$ cat src/rtl/radar_pkg.sv
// Shared types and default geometry for the radar sample packer and its bench.
// Default widths match the fixed 5-lane pixel bus; parametrised instances size locally.
package radar_pkg;

  localparam int DEF_DATA_WIDTH = 16;
  localparam int DEF_LANES      = 5;
  localparam int DEF_ROWS       = 1024;
  localparam int DEF_COLS       = 1280;
  localparam int DEF_CHANNELS   = 8;
  localparam int DEF_IDX_W      = 11;
  localparam int DEF_CH_W       = 4;

  typedef struct packed {
    logic [DEF_DATA_WIDTH-1:0] q;
    logic [DEF_DATA_WIDTH-1:0] i;
  } sample_t;

  typedef struct packed {
    sample_t [DEF_LANES-1:0] data;
    logic [DEF_IDX_W-1:0]    row;
    logic [DEF_IDX_W-1:0]    col;
    logic [DEF_CH_W-1:0]     ch;
    logic                    start;
    logic                    last;
  } pixel_beat_t;

  function automatic int lane_w(input int lanes);
    return (lanes > 1) ? $clog2(lanes) : 1;
  endfunction

endpackage

$ cat src/rtl/radar_scan_counter.sv
// Lane/col/row/channel scan counter chain; col-fastest, then row, then channel.
// Tag outputs describe the beat currently being filled; clear has priority over advance.
module radar_scan_counter
  import radar_pkg::*;
#(
  parameter int LANES    = DEF_LANES,
  parameter int ROWS     = DEF_ROWS,
  parameter int COLS     = DEF_COLS,
  parameter int CHANNELS = DEF_CHANNELS,
  parameter int IDX_W    = DEF_IDX_W,
  parameter int CH_W     = DEF_CH_W,
  parameter int LANE_W   = lane_w(LANES)
) (
  input  logic              clock,
  input  logic              reset_n,
  input  logic              clear,
  input  logic              advance,
  output logic [LANE_W-1:0] lane_cnt,
  output logic [IDX_W-1:0]  row,
  output logic [IDX_W-1:0]  col,
  output logic [CH_W-1:0]   ch,
  output logic              beat_done,
  output logic              frame_done,
  output logic              first_beat,
  output logic              last_beat
);

  localparam logic [LANE_W-1:0] LANE_MAX = LANE_W'(LANES - 1);
  localparam logic [IDX_W-1:0]  COL_LAST = IDX_W'(COLS - LANES);
  localparam logic [IDX_W-1:0]  ROW_LAST = IDX_W'(ROWS - 1);
  localparam logic [CH_W-1:0]   CH_LAST  = CH_W'(CHANNELS - 1);

  logic [LANE_W-1:0] lane_q, lane_d;
  logic [IDX_W-1:0]  row_q, row_d, col_q, col_d;
  logic [CH_W-1:0]   ch_q, ch_d;

  always_comb begin
    lane_d = lane_q;
    col_d  = col_q;
    row_d  = row_q;
    ch_d   = ch_q;
    if (clear) begin
      lane_d = '0;
      col_d  = '0;
      row_d  = '0;
      ch_d   = '0;
    end else if (advance) begin
      if (lane_q == LANE_MAX) begin
        lane_d = '0;
        if (col_q == COL_LAST) begin
          col_d = '0;
          if (row_q == ROW_LAST) begin
            row_d = '0;
            ch_d  = (ch_q == CH_LAST) ? '0 : ch_q + 1'b1;
          end else begin
            row_d = row_q + 1'b1;
          end
        end else begin
          col_d = col_q + IDX_W'(LANES);
        end
      end else begin
        lane_d = lane_q + 1'b1;
      end
    end
  end

  always_ff @(posedge clock or negedge reset_n) begin
    if (!reset_n) begin
      lane_q <= '0;
      col_q  <= '0;
      row_q  <= '0;
      ch_q   <= '0;
    end else begin
      lane_q <= lane_d;
      col_q  <= col_d;
      row_q  <= row_d;
      ch_q   <= ch_d;
    end
  end

  assign lane_cnt   = lane_q;
  assign row        = row_q;
  assign col        = col_q;
  assign ch         = ch_q;
  assign beat_done  = advance && (lane_q == LANE_MAX);
  assign first_beat = (row_q == '0) && (col_q == '0) && (ch_q == '0);
  assign last_beat  = (row_q == ROW_LAST) && (col_q == COL_LAST) && (ch_q == CH_LAST);
  assign frame_done = beat_done && last_beat;

endmodule

$ cat src/rtl/radar_frame_packer.sv
// Packs LANES I/Q samples per output beat with row/col/channel tags and frame flags.
// Only the beat-completing sample waits for output space; output holds while !m_ready.
module radar_frame_packer
  import radar_pkg::*;
#(
  parameter int DATA_WIDTH = DEF_DATA_WIDTH,
  parameter int LANES      = DEF_LANES,
  parameter int ROWS       = DEF_ROWS,
  parameter int COLS       = DEF_COLS,
  parameter int CHANNELS   = DEF_CHANNELS,
  parameter int IDX_W      = DEF_IDX_W,
  parameter int CH_W       = DEF_CH_W
) (
  input  logic                          clock,
  input  logic                          reset_n,
  input  logic                          sw_clear,
  input  logic                          s_valid,
  output logic                          s_ready,
  input  logic [2*DATA_WIDTH-1:0]       s_data,
  input  logic                          s_last,
  input  logic                          m_ready,
  output logic                          data_vaild,
  output logic [LANES*2*DATA_WIDTH-1:0] pixel_out,
  output logic [IDX_W-1:0]              row_idx,
  output logic [IDX_W-1:0]              col_idx,
  output logic [CH_W-1:0]               channel_num,
  output logic                          data_start,
  output logic                          data_end,
  output logic                          frame_err
);

  localparam int SW = 2 * DATA_WIDTH;
  localparam int PW = LANES * SW;
  localparam int LW = lane_w(LANES);

  logic [LW-1:0]    lane_cnt;
  logic [IDX_W-1:0] cur_row, cur_col;
  logic [CH_W-1:0]  cur_ch;
  logic             beat_done, frame_done, first_beat, last_beat;
  logic             accept, early_last, cnt_clear, load;

  logic [PW-1:0]    acc_q, acc_d, pix_q, pix_d;
  logic [IDX_W-1:0] row_q, row_d, col_q, col_d;
  logic [CH_W-1:0]  ch_q, ch_d;
  logic             vld_q, vld_d, start_q, start_d, end_q, end_d, err_q, err_d;

  assign s_ready    = (lane_cnt != LW'(LANES - 1)) || !vld_q || m_ready;
  assign accept     = s_valid && s_ready;
  assign early_last = accept && s_last && !frame_done;
  assign cnt_clear  = sw_clear || early_last;
  assign load       = beat_done && !cnt_clear;

  radar_scan_counter #(
    .LANES(LANES), .ROWS(ROWS), .COLS(COLS), .CHANNELS(CHANNELS),
    .IDX_W(IDX_W), .CH_W(CH_W), .LANE_W(LW)
  ) u_scan (
    .clock(clock), .reset_n(reset_n), .clear(cnt_clear), .advance(accept),
    .lane_cnt(lane_cnt), .row(cur_row), .col(cur_col), .ch(cur_ch),
    .beat_done(beat_done), .frame_done(frame_done),
    .first_beat(first_beat), .last_beat(last_beat)
  );

  always_comb begin
    acc_d   = acc_q;
    pix_d   = pix_q;
    row_d   = row_q;
    col_d   = col_q;
    ch_d    = ch_q;
    start_d = start_q;
    end_d   = end_q;
    vld_d   = vld_q && !m_ready;
    err_d   = err_q;
    if (accept) acc_d[int'(lane_cnt)*SW +: SW] = s_data;
    // The completing sample goes straight into the output beat alongside the stored lanes.
    if (load) begin
      vld_d   = 1'b1;
      pix_d   = acc_d;
      row_d   = cur_row;
      col_d   = cur_col;
      ch_d    = cur_ch;
      start_d = first_beat;
      end_d   = last_beat;
    end
    if (cnt_clear) acc_d = '0;
    if (early_last || (frame_done && !s_last)) err_d = 1'b1;
    if (sw_clear) begin
      vld_d   = 1'b0;
      pix_d   = '0;
      row_d   = '0;
      col_d   = '0;
      ch_d    = '0;
      start_d = 1'b0;
      end_d   = 1'b0;
      err_d   = 1'b0;
    end
  end

  always_ff @(posedge clock or negedge reset_n) begin
    if (!reset_n) begin
      acc_q   <= '0;
      pix_q   <= '0;
      row_q   <= '0;
      col_q   <= '0;
      ch_q    <= '0;
      start_q <= 1'b0;
      end_q   <= 1'b0;
      vld_q   <= 1'b0;
      err_q   <= 1'b0;
    end else begin
      acc_q   <= acc_d;
      pix_q   <= pix_d;
      row_q   <= row_d;
      col_q   <= col_d;
      ch_q    <= ch_d;
      start_q <= start_d;
      end_q   <= end_d;
      vld_q   <= vld_d;
      err_q   <= err_d;
    end
  end

  assign data_vaild  = vld_q;
  assign pixel_out   = pix_q;
  assign row_idx     = row_q;
  assign col_idx     = col_q;
  assign channel_num = ch_q;
  assign data_start  = start_q;
  assign data_end    = end_q;
  assign frame_err   = err_q;

endmodule

$ cat config.mk
export PLATFORM = sky130hd
export DESIGN_NAME = radar_frame_packer
export DESIGN_NICKNAME = d
export VERILOG_FILES = /design/src/rtl/radar_pkg.sv /design/src/rtl/radar_scan_counter.sv /design/src/rtl/radar_frame_packer.sv
export SDC_FILE = /design/constraint.sdc
export NUM_CORES = 1
export LEC_CHECK = 0
export ABC_AREA = 1
export BUFFER_PORTS_ARGS = -buffer_cell sky130_fd_sc_hd__buf_2
export CAP_MARGIN = 25
export CORE_AREA = 2 2 173 175
export DETAILED_ROUTE_END_ITERATION = 10
export DIE_AREA = 0 0 175 177
export GPL_ROUTABILITY_DRIVEN = 0
export GPL_TIMING_DRIVEN = 0
export PLACE_DENSITY = 0.82
export SETUP_SLACK_MARGIN = 0.05
export SLEW_MARGIN = 15
export SYNTH_ARGS = -nofsm -noshare
export SYNTH_HDL_FRONTEND = slang
export SYNTH_SLANG_ARGS = --single-unit
export TNS_END_PERCENT = 5
$ cat constraint.sdc
create_clock -name clock -period 3.82 [get_ports clock]
set_input_delay 0.573 -clock clock [delete_from_list [all_inputs] [get_ports clock]]
set_output_delay 0.573 -clock clock [all_outputs]
set_load 0.05 [all_outputs]
==> flow_summary.ini, run 1 <==
[run_status]
status = finished, final reports clean

[floorplan]
std_cell_rows = 63
die_width_um = 175
dieArea_mm2 = 0.0310
io_pins = 229
die_h_um = 177
start_util = 0.588
core-area_mm2 = 0.0292

[synthesis]
ys_warn_count = 0
netlist_area_mm2 = 0.0172
yosys-top-cells-area = dfrtp_1 (55%), nand2_1 (16%), nand3_1 (7.0%), nor2_1 (4.1%), a21oi_1 (3.2%)
syn-mean-instance-area_um2 = 8.04
netlist_top_cells_count = nand2_1 (741), dfrtp_1 (379), nand3_1 (239), nor2_1 (186), inv_1 (122)
synth_top_area_share = 0.551
yosysSeqAreaShare = 0.551
yosysMostFrequentCell = nand2_1
yosysTopAreaCell = dfrtp_1
synth_nets = 2191
synth_edf_count = 0
ys_ff_latch = 379
synth_ff_type = dfrtp_1
syn_inst = 2140
synthArstFlopShare = 1.00
yosysUniqueCellTypes = 30

[worst_setup_path]
worstPathCellList = inv_1 > ha_1 > ha_1 > nand3_1 > nand3_1 > inv_1 > nand2_2 > nand2_4 > clkbuf_1 > buf_2 > nand3_1 > nand2_1
worst_path_most_repeated_cell = nand3_1
reg2reg_to = pixel_out[31]
reg2reg_depth = 12
start_kind = register
cp-end-kind = register
critPathMaxStageDelay_ns = 0.56
cp_max_fo = 10
r2r_slack_ns = 0.71
crit_required_ns = 4.28
critical_path_arrival_ns = 3.57
r2r-start = u_scan.lane_cnt[0]
critPathKind = reg -> reg
cp_slowest_cell = clkbuf_1

[global_route]
grt_max_degree = 76
grt_use_total = 0.353
grt-ovfl-total = 0
first_global_vias = 15800
grt_pass1_wl_mm = 84.4
antenna_found_initial = 3
busiest_layer = met2
met3_usage = 0.0887
use_met1 = 0.461
use_met2 = 0.534

[sta]
fmax_ghz = 0.322
rsz0062_at_grt = no
fin_crit_ns = 3.11
fin_crit_sh = 0.814
timing.slew.headroom = 0.384
setup_tns_ns = 0
setup_viol = 0
slew_viol_final = 0
hold_viol = 0
fin_ws_ns = 0.710
worstMarginPinSlew_ns = 0.924
finClkSkew_ns = 0.0259

[hold_path]
hold_end = acc_q[132]
hold_depth = 3
hold_start = s_data[4]
hold_path.class = in -> reg

[final_layout]
area.growth.synth_to_final_pct = 18.6
finish.net_count = 2467
design_area_mm2 = 0.0204
drive_gt1_frac = 0.153
finalNonFillerCells = 2837

[power_and_ir_drop]
power_density_mw_per_mm2 = 436
vdd_drop_max_mv = 0.304
power_uw = 8890
p_leak_uw = 0.0113

[clock_network]
cts.clk_slew.worst_paths_ns = 0.06
clk_path_buf_depth = 3
cts_resized = 0
clock_latency_ns = 0.54
cts_made_buffers = 40
root_buffer = clkbuf_16
cts_setup_buffers = 0
cts_tree = built
cts.sinks = 379
htreeDepth = 2

[detailed_routing]
first_pass_iters = 6
avgRoutedWirePerCell_um = 19.3
drt_iter0_markers = 2007
vias = 16500
avgViaCountPerCell = 5.82
ant_nets = 0
wirelength_mm = 54.7
drc = 0

[place]
place_inst = 2763
post-place-ws_ns = 0.842
port_buffers = 228
dpl_cell_area_mm2 = 0.0190
dp_hpwl_mm = 39.1

[flow_run]
maxCapViolCount = 0
## cells in the final DEF, fill, tap and decap left out, types with 11 or more instances in the layout
master,netlist,layout
and3_1,23,23
clkbuf_16,0,41
a21oi_1,111,111
nand2_1,741,741
buf_1,22,22
inv_1,122,122
nand4_1,26,26
buf_2,46,273
nand3_1,239,239
buf_6,11,11
nor3_1,27,27
dfrtp_1,379,379
clkbuf_1,54,59
nor2_1,186,186
ha_1,13,13
o21ai_0,98,98
## kinds of logic (layout without fill, tap and decap cells)
kind of cell / count (synthesis) / count (layout) / synth area share
AND/OR/NAND/NOR: 1254 / 1254 / 0.302
flip-flops: 379 / 379 / 0.551
buffers and inverters: 267 / 572 / 0.0682
AO/OA/AOI/OAI: 216 / 216 / 0.0633
adder cells (fa/ha/maj): 13 / 13 / 0.00945
XOR/XNOR: 11 / 11 / 0.00560
other: 0 / 2 / 0
## power breakdown
part           switching [uW]  internal, uW  total [uW]
clock                    1620          2560        4180
sequential               29.1          4050        4080
combinational             484           141         624
## metrics by stage
step | hold slack, ns | util
after floorplan | 0.277 | -
after global placement | 0.480 | 0.644
after detailed placement | 0.483 | 0.649
after CTS | 0.376 | 0.698
after global routing | 0.393 | 0.698
final | 0.398 | 0.698
## layer usage
layer,routed length (um),vias to the layer above,part of all wire
met5,11,-,0.00020
met4,3650,2,0.067
met3,6290,232,0.11
met2,24300,1029,0.44
met1,20500,7859,0.37
li1,-,7386,-
## cell type report
| cell class | count | area [um2] |
|---|---|---|
| Buffer | 139 | 692 |
| Clock buffer | 52 | 1130 |
| Fill cell | 2251 | 8840 |
| Timing Repair Buffer | 234 | 1300 |
| Clock inverter | 19 | 283 |
| Tap cell | 390 | 488 |
| Sequential cell | 379 | 9480 |
| Inverter | 128 | 482 |
| Antenna cell | 2 | 5.00 |
| Multi-Input combinational cell | 1494 | 6550 |
## registers in the layout (all words and copies together) (netlist names)
signal and cells:
acc_q 160, channel_num 4, col_idx 11, data_end 1
data_start 1, data_vaild 1, frame_err 1, pixel_out 160
row_idx 11, u_scan.ch 4, u_scan.col 11, u_scan.lane_cnt 3
u_scan.row 11
## worst max path at each step
stage | slack (ns) | depth (start not counted) | start | endpoint
floorplan | 1.21 | 13 | u_scan.lane_cnt[0] | pixel_out[94]
global placement | -4.92 | 1 | reset_n | pixel_out[67]
detailed placement | 0.84 | 12 | u_scan.lane_cnt[0] | pixel_out[25]
CTS | 0.79 | 12 | u_scan.lane_cnt[0] | pixel_out[103]
global route | 0.60 | 12 | u_scan.lane_cnt[0] | pixel_out[100]
finish | 0.71 | 12 | u_scan.lane_cnt[0] | pixel_out[31]
## worst max-delay path, delay by kind of cell (launching register included)
kind	cells	cell delay, ns
DFF	1	0.43
adders and majority gates	2	0.46
and+or+nand+nor	6	0.94
buffers and inverters	4	1.19
## what timing repair did
| item | in CTS | in global routing |
|---|---|---|
| hold endpoints to repair | 59 | 0 |
| setup endpoints to repair | 0 | 0 |
| hold buffers | 1 | 0 |
Power figures use the tool's default switching activity.
==> run 2: changes to the inputs <==
--- a/config.mk
+++ b/config.mk
@@ -5,15 +5,15 @@
 export SDC_FILE = /design/constraint.sdc
 export NUM_CORES = 1
 export LEC_CHECK = 0
-export ABC_AREA = 1
+export ABC_AREA = 0
 export BUFFER_PORTS_ARGS = -buffer_cell sky130_fd_sc_hd__buf_2
 export CAP_MARGIN = 25
-export CORE_AREA = 2 2 173 175
+export CORE_AREA = 2 2 180 182
 export DETAILED_ROUTE_END_ITERATION = 10
-export DIE_AREA = 0 0 175 177
+export DIE_AREA = 0 0 182 184
 export GPL_ROUTABILITY_DRIVEN = 0
 export GPL_TIMING_DRIVEN = 0
-export PLACE_DENSITY = 0.82
+export PLACE_DENSITY = 0.75
 export SETUP_SLACK_MARGIN = 0.05
 export SLEW_MARGIN = 15
 export SYNTH_ARGS = -nofsm -noshare
==> constraint.sdc (replaced) <==
create_clock -name clock -period 2.6 [get_ports clock]
set_input_delay 0.39 -clock clock [delete_from_list [all_inputs] [get_ports clock]]
set_output_delay 0.39 -clock clock [all_outputs]
set_load 0.05 [all_outputs]
==> run 2 against run 1 <==
  * Sequential share of layout area is 1.1 points lower
  * Clock-buffer cell count increased by 2
  * Fmax up 20%
  * Non-clock buffer count is 12 lower
  * Sequential power grew 46%
  * Clock power is 46% higher
  * Worst setup slack got worse by 0.70 ns
  * Area after synthesis down 6.2%
  * Combinational power grew 24%
  * Sequential cell count is the same
  * Wire length down 12%
  * Utilization down 3.2 points
==> flow_summary.ini, run 2 <==
[run_status]
status = finished, final reports clean

[worst_setup_path]
cp-end-kind = register
crit_required_ns = 3.05
worst_path_most_repeated_cell = buf_4
cp_max_fo = 10
start_kind = register
r2r-start = u_scan.row[0]
critPathBufInv = 3
r2r_slack_ns = 0.01
crit_start = u_scan.row[0]
critical_path_arrival_ns = 3.04
cp_slowest_cell = or4_4
critPathMaxStageDelay_ns = 0.55
critPathKind = reg -> reg
worstPathCellList = ha_2 > nand3_2 > or4_4 > nor3_4 > o211ai_4 > buf_4 > buf_12 > buf_4 > o2bb2ai_2
cp_top_family = simple AND/OR/NAND/NOR gates

[detailed_routing]
vias = 12500
drc = 0
avgRoutedWirePerCell_um = 22.4
avgViaCountPerCell = 5.82
wirelength_mm = 48.0
first_pass_iters = 6
drt_iter0_markers = 979
ant_nets = 0

[synthesis]
synthArstFlopShare = 1.00
yosysMostFrequentCell = dfrtp_1
ys_ff_latch = 379
synth_ff_type = dfrtp_1
yosysUniqueCellTypes = 58
synthAdderAreaFrac = 0.0101
yosysSeqAreaShare = 0.588
synthMuxAreaShare = 0.119
syn-mean-instance-area_um2 = 11.4
synth_top_family_by_area = simple AND/OR/NAND/NOR gates
synthSimpleGateAreaFrac = 0.132
netlist_top_cells_count = dfrtp_1 (379), nor2_1 (188), mux2i_1 (171), nand2_1 (111), clkbuf_1 (70)
ys_warn_count = 0
synth_top_area_share = 0.588
syn_inst = 1410
synth_compound_area_frac = 0.115
netlist_area_mm2 = 0.0161
synth_nets = 1461
synth_edf_count = 0
yosysTopAreaCell = dfrtp_1
yosys-top-cells-area = dfrtp_1 (59%), mux2i_1 (11%), nor2_1 (4.4%), o2bb2ai_1 (3.4%), nand2_1 (2.6%)
synth_xor_area_frac = 0.00380

[power_and_ir_drop]
p_leak_uw = 0.0106
power_density_mw_per_mm2 = 614
vdd_drop_max_mv = 0.502

[sta]
worstMarginPinSlew_ns = 0.803
rsz0062_at_grt = yes
fin_hold_ws_ns = 0.245
finClkSkew_ns = 0.0103
fin_crit_ns = 2.59
slew_viol_final = 0
fin_crit_sh = 0.996
fmax_ghz = 0.386
timing.slew.headroom = 0.465
fin_ws_ns = 0.0102
setup_viol = 0
hold_viol = 0

[floorplan]
core-area_mm2 = 0.0314
dieArea_mm2 = 0.0335
die_width_um = 182
die_h_um = 184
std_cell_rows = 65
io_pins = 229
start_util = 0.514

[place]
dp_hpwl_mm = 31.4
place_inst = 2043
dpl_cell_area_mm2 = 0.0179
port_buffers = 227
post-place-ws_ns = -1.08

[clock_network]
clock_latency_ns = 0.53
clk_path_buf_depth = 3
htreeDepth = 2
cts.clk_slew.worst_paths_ns = 0.06
root_buffer = clkbuf_16
cts_tree = built
cts.sinks = 379
cts_made_buffers = 40

[hold_path]
hold_start = s_data[14]
hold_path.class = in -> reg

[final_layout]
n_antenna_cell = 0
area.growth.synth_to_final_pct = 29.5
finish.net_count = 1760
final_cell_mix = dfrtp_1 (377), buf_2 (231), nor2_1 (188)
layout_commonest_cell = dfrtp_1
finalNonFillerCells = 2140
design_area_mm2 = 0.0209
drive_gt1_frac = 0.320

[global_route]
grt-ovfl-total = 0
first_global_vias = 12400
grt_use_total = 0.279
antenna_found_initial = 0
grt_pass1_wl_mm = 71.4
grt_max_degree = 111

[flow_run]
maxCapViolCount = 0
## run 2: cell count changes after synthesis, sizes merged, moves of 22 or more
cell     previous run  this run
o31ai               0        36
buf                85        32
inv               124        15
o21ai              99        15
a22oi               0        26
and2                0        35
a21bo               0        31
a21oi             111        52
nand3             239        18
mux2i               0       171
nand2             744       111
o2bb2ai             0        62
nand4              26         4
## run 2: worst paths after layout
check,endpoint,depth (start not counted)
worst max-delay path,pixel_out[56],9
worst min-delay path,acc_q[142],3
worst max register to register,pixel_out[56],9
worst min register to register,pixel_out[53],1
max in group asynchronous,acc_q[131],5
min in group asynchronous,pixel_out[90],2
## run 2: final cells by class
cell class              count  area, um2
inverters                  15       60.1
clock inverters            17        251
flip-flops and latches    379       9490
repair buffers            262       1620
clock buffers              54       1150
plain buffers              99        776
multi-input cells         912       7040
fillers                  2310      10500
well taps                 402        503
## run 2: report_power, final
group / internal, uW / switching [uW] / total [uW]
clock: 3720 / 2380 / 6100
combinational: 215 / 561 / 776
sequential: 5930 / 16.7 / 5950
total: 9860 / 2960 / 12800
## run 2: cell families (layout without fill, tap and decap cells)
kind of cell / after synthesis / after routing
AO/OA/AOI/OAI: 246 / 246
XOR/XNOR: 7 / 7
adder cells (fa/ha/maj): 13 / 13
buffers and inverters: 119 / 447
flip-flops: 379 / 379
multiplexers: 189 / 189
AND/OR/NAND/NOR: 457 / 457
## run 2: what timing repair did
action | in CTS | in global routing
endpoints found under the setup margin | 379 | 376
resized for setup | 143 | 157
cloned | 2 | 7
hold buffers | 1 | 0
buffers inserted | 12 | 9
pin swaps | 7 | 7
hold endpoints to repair | 63 | 0
## run 2: tightest hold or removal path: stages
cell and delay, ns:
buf_2 0.17, mux2i_2 0.10, nor2_1 0.08
## run 2: metrics by stage
step                      TNS (ns)  power (uW)  utilization
after global routing         -1.41       13200        0.666
after global placement    -2557.51        6700        0.567
final                            0       12800        0.666
after CTS                   -0.118       12800        0.633
after floorplan              -1.01        6360            -
after detailed placement   -281.73        6730        0.571
## run 2: layer usage
metal / part of all wire / global-route usage
met2: 0.48 / 0.455
met4: 0.034 / 0.0923
met3: 0.075 / 0.0648
met5: 0 / 0
met1: 0.41 / 0.371
==> run 3: changes to the inputs <==
--- a/config.mk
+++ b/config.mk
@@ -13,7 +13,7 @@
 export DIE_AREA = 0 0 182 184
 export GPL_ROUTABILITY_DRIVEN = 0
 export GPL_TIMING_DRIVEN = 0
-export PLACE_DENSITY = 0.75
+export PLACE_DENSITY = 0.8
 export SETUP_SLACK_MARGIN = 0.05
 export SLEW_MARGIN = 15
 export SYNTH_ARGS = -nofsm -noshare
==> run 3 against run 2 <==
  * Sequential power about the same
  * Worst hold slack got worse by 0.034 ns
  * Sequential cell count unchanged
  * Worst setup slack improved by 0.014 ns
==> flow_summary.ini, run 3 (synthesized netlist as in run 2, its figures left out) <==
[sta]
setup_viol = 0
fin_crit_ns = 2.58
hold_viol = 0
fin_crit_sh = 0.991
setup_tns_ns = 0
rsz0062_at_grt = yes
fmax_ghz = 0.388
slew_viol_final = 0
timing.slew.headroom = 0.495
worstMarginPinSlew_ns = 0.757
finClkSkew_ns = 0.0132

[worst_setup_path]
crit_required_ns = 3.00
start_kind = register
cp-end-kind = register
critPathBufInv = 4
critical_path_arrival_ns = 2.98
cp_max_fo = 10
critPathMaxStageDelay_ns = 0.37
cp_slowest_cell = dfrtp_1
worstPathCellList = buf_6 > clkinvlp_4 > ha_4 > ha_4 > nand3b_1 > nand3_2 > a211oi_4 > buf_6 > buf_12 > mux2i_1 > o31ai_1
critPathKind = reg -> reg
cp_top_family = buffers and inverters

[global_route]
grt_max_degree = 108
grt_use_total = 0.279
first_global_vias = 12400
grt_pass1_wl_mm = 71.9
antenna_found_initial = 1
grt-ovfl-total = 0

[clock_network]
cts.sinks = 379
clk_path_buf_depth = 3
root_buffer = clkbuf_16
cts_made_buffers = 40
cts_tree = built
htreeDepth = 2
cts.clk_slew.worst_paths_ns = 0.06
clock_latency_ns = 0.54

[final_layout]
layout_commonest_cell = dfrtp_1
drive_gt1_frac = 0.304
area.growth.synth_to_final_pct = 27.4
design_area_mm2 = 0.0206
n_antenna_cell = 0
finish.net_count = 1759
final_cell_mix = dfrtp_1 (378), buf_2 (239), nor2_1 (188)

[power_and_ir_drop]
vdd_drop_max_mv = 0.544
pwr-share-clk = 0.471
p_sw_uw = 2970
pwr-share-seq = 0.467
power_density_mw_per_mm2 = 620
switching_share = 0.233
p_leak_uw = 0.0106
comb_power_share = 0.062
p_int_uw = 9780

[detailed_routing]
ant_nets = 0
wirelength_mm = 47.7
vias = 12500
first_pass_iters = 5
drc = 0
avgViaCountPerCell = 5.86
avgRoutedWirePerCell_um = 22.3
drt_iter0_markers = 1039

[place]
dp_hpwl_mm = 31.7
port_buffers = 227
dpl_cell_area_mm2 = 0.0179

[floorplan]
die_width_um = 182
core-area_mm2 = 0.0314
start_util = 0.514
die_h_um = 184
std_cell_rows = 65
dieArea_mm2 = 0.0335
io_pins = 229

[run_status]
status = finished, final reports clean

[hold_path]
hold_path.class = in -> reg

[flow_run]
maxCapViolCount = 0
run 3: cell count changes in the layout (fill, tap and decap cells not counted), sizes merged:
cell	before	now
clkinv	7	14
inv	16	17
buf	292	302
clkinvlp	3	1
clkbuf	122	107
run 3: repair_timing:
| item | CTS | global route |
|---|---|---|
| buffers inserted | 17 | 6 |
| gates resized for setup | 138 | 146 |
| cloned | 2 | 4 |
| pin swaps | 8 | 7 |
| setup endpoints to repair | 379 | 372 |
| hold buffers | 1 | 0 |
| endpoints found under the hold margin | 26 | 0 |
run 3: layout make-up:
type,count,area [um2]
buffer,99,806
sequential,379,9490
clock buffer,50,1100
clock inverter,23,288
inverter,15,60.1
tap,402,503
timing repair buffer,261,1550
multi-input combinational,912,6780
fill,2355,10800
run 3: metrics by stage:
stage | util | total power, uW | worst slack, ns | hold slack, ns | std cells
3_3_place_gp | 0.567 | 6690 | -5.97 | 0.469 | 2039
2_1_floorplan | - | 6360 | -0.0533 | 0.0944 | 1410
4_1_cts | 0.635 | 12700 | 0.00866 | 0.211 | 2133
5_1_grt | 0.655 | 13100 | -0.0505 | 0.244 | 2141
3_5_place_dp | 0.571 | 6730 | -1.08 | 0.262 | 2043
6_report | 0.655 | 12700 | 0.0240 | 0.211 | 2141
run 3: power groups by stage:
| stage | Clock, uW | Combinational [uW] | Sequential (uW) |
|---|---|---|---|
| finish | 6000 | 794 | 5950 |
| global route | 6320 | 857 | 5950 |
| CTS | 6050 | 738 | 5950 |
| detailed placement | 0 | 673 | 6060 |
| global placement | 0 | 635 | 6060 |
| floorplan | 0 | 293 | 6070 |
run 3: path summary, 6_finish.rpt:
check / from / end / slack (ns) / cells past startpoint
setup / recovery: u_scan.lane_cnt[0] / pixel_out[145] / 0.02 / 11
hold / removal: s_data[19] / acc_q[147] / 0.21 / 3
setup reg to reg: u_scan.lane_cnt[0] / pixel_out[145] / 0.02 / 11
hold reg to reg: pixel_out[76] / pixel_out[76] / 0.48 / 1
max in group asynchronous: reset_n / pixel_out[55] / 1.10 / 4
min in group asynchronous: reset_n / row_idx[0] / 0.29 / 2
run 3: worst register-to-register path, delay by kind of cell (launching register included):
family / cells / cell delay, ns
buf+inv: 4 / 0.66
mux: 1 / 0.31
fa+ha+maj: 2 / 0.37
compound gates: 2 / 0.38
flops: 1 / 0.37
simple gates: 2 / 0.36
run 3: layer usage:
layer / share of wire / up-vias / wire [um] / track usage
met4: 0.040 / 2 / 1890 / 0.113
met5: 0.00027 / - / 13 / 0
met3: 0.079 / 131 / 3760 / 0.0598
met2: 0.48 / 546 / 22700 / 0.445
met1: 0.41 / 6316 / 19400 / 0.376
li1: - / 5542 / - / -
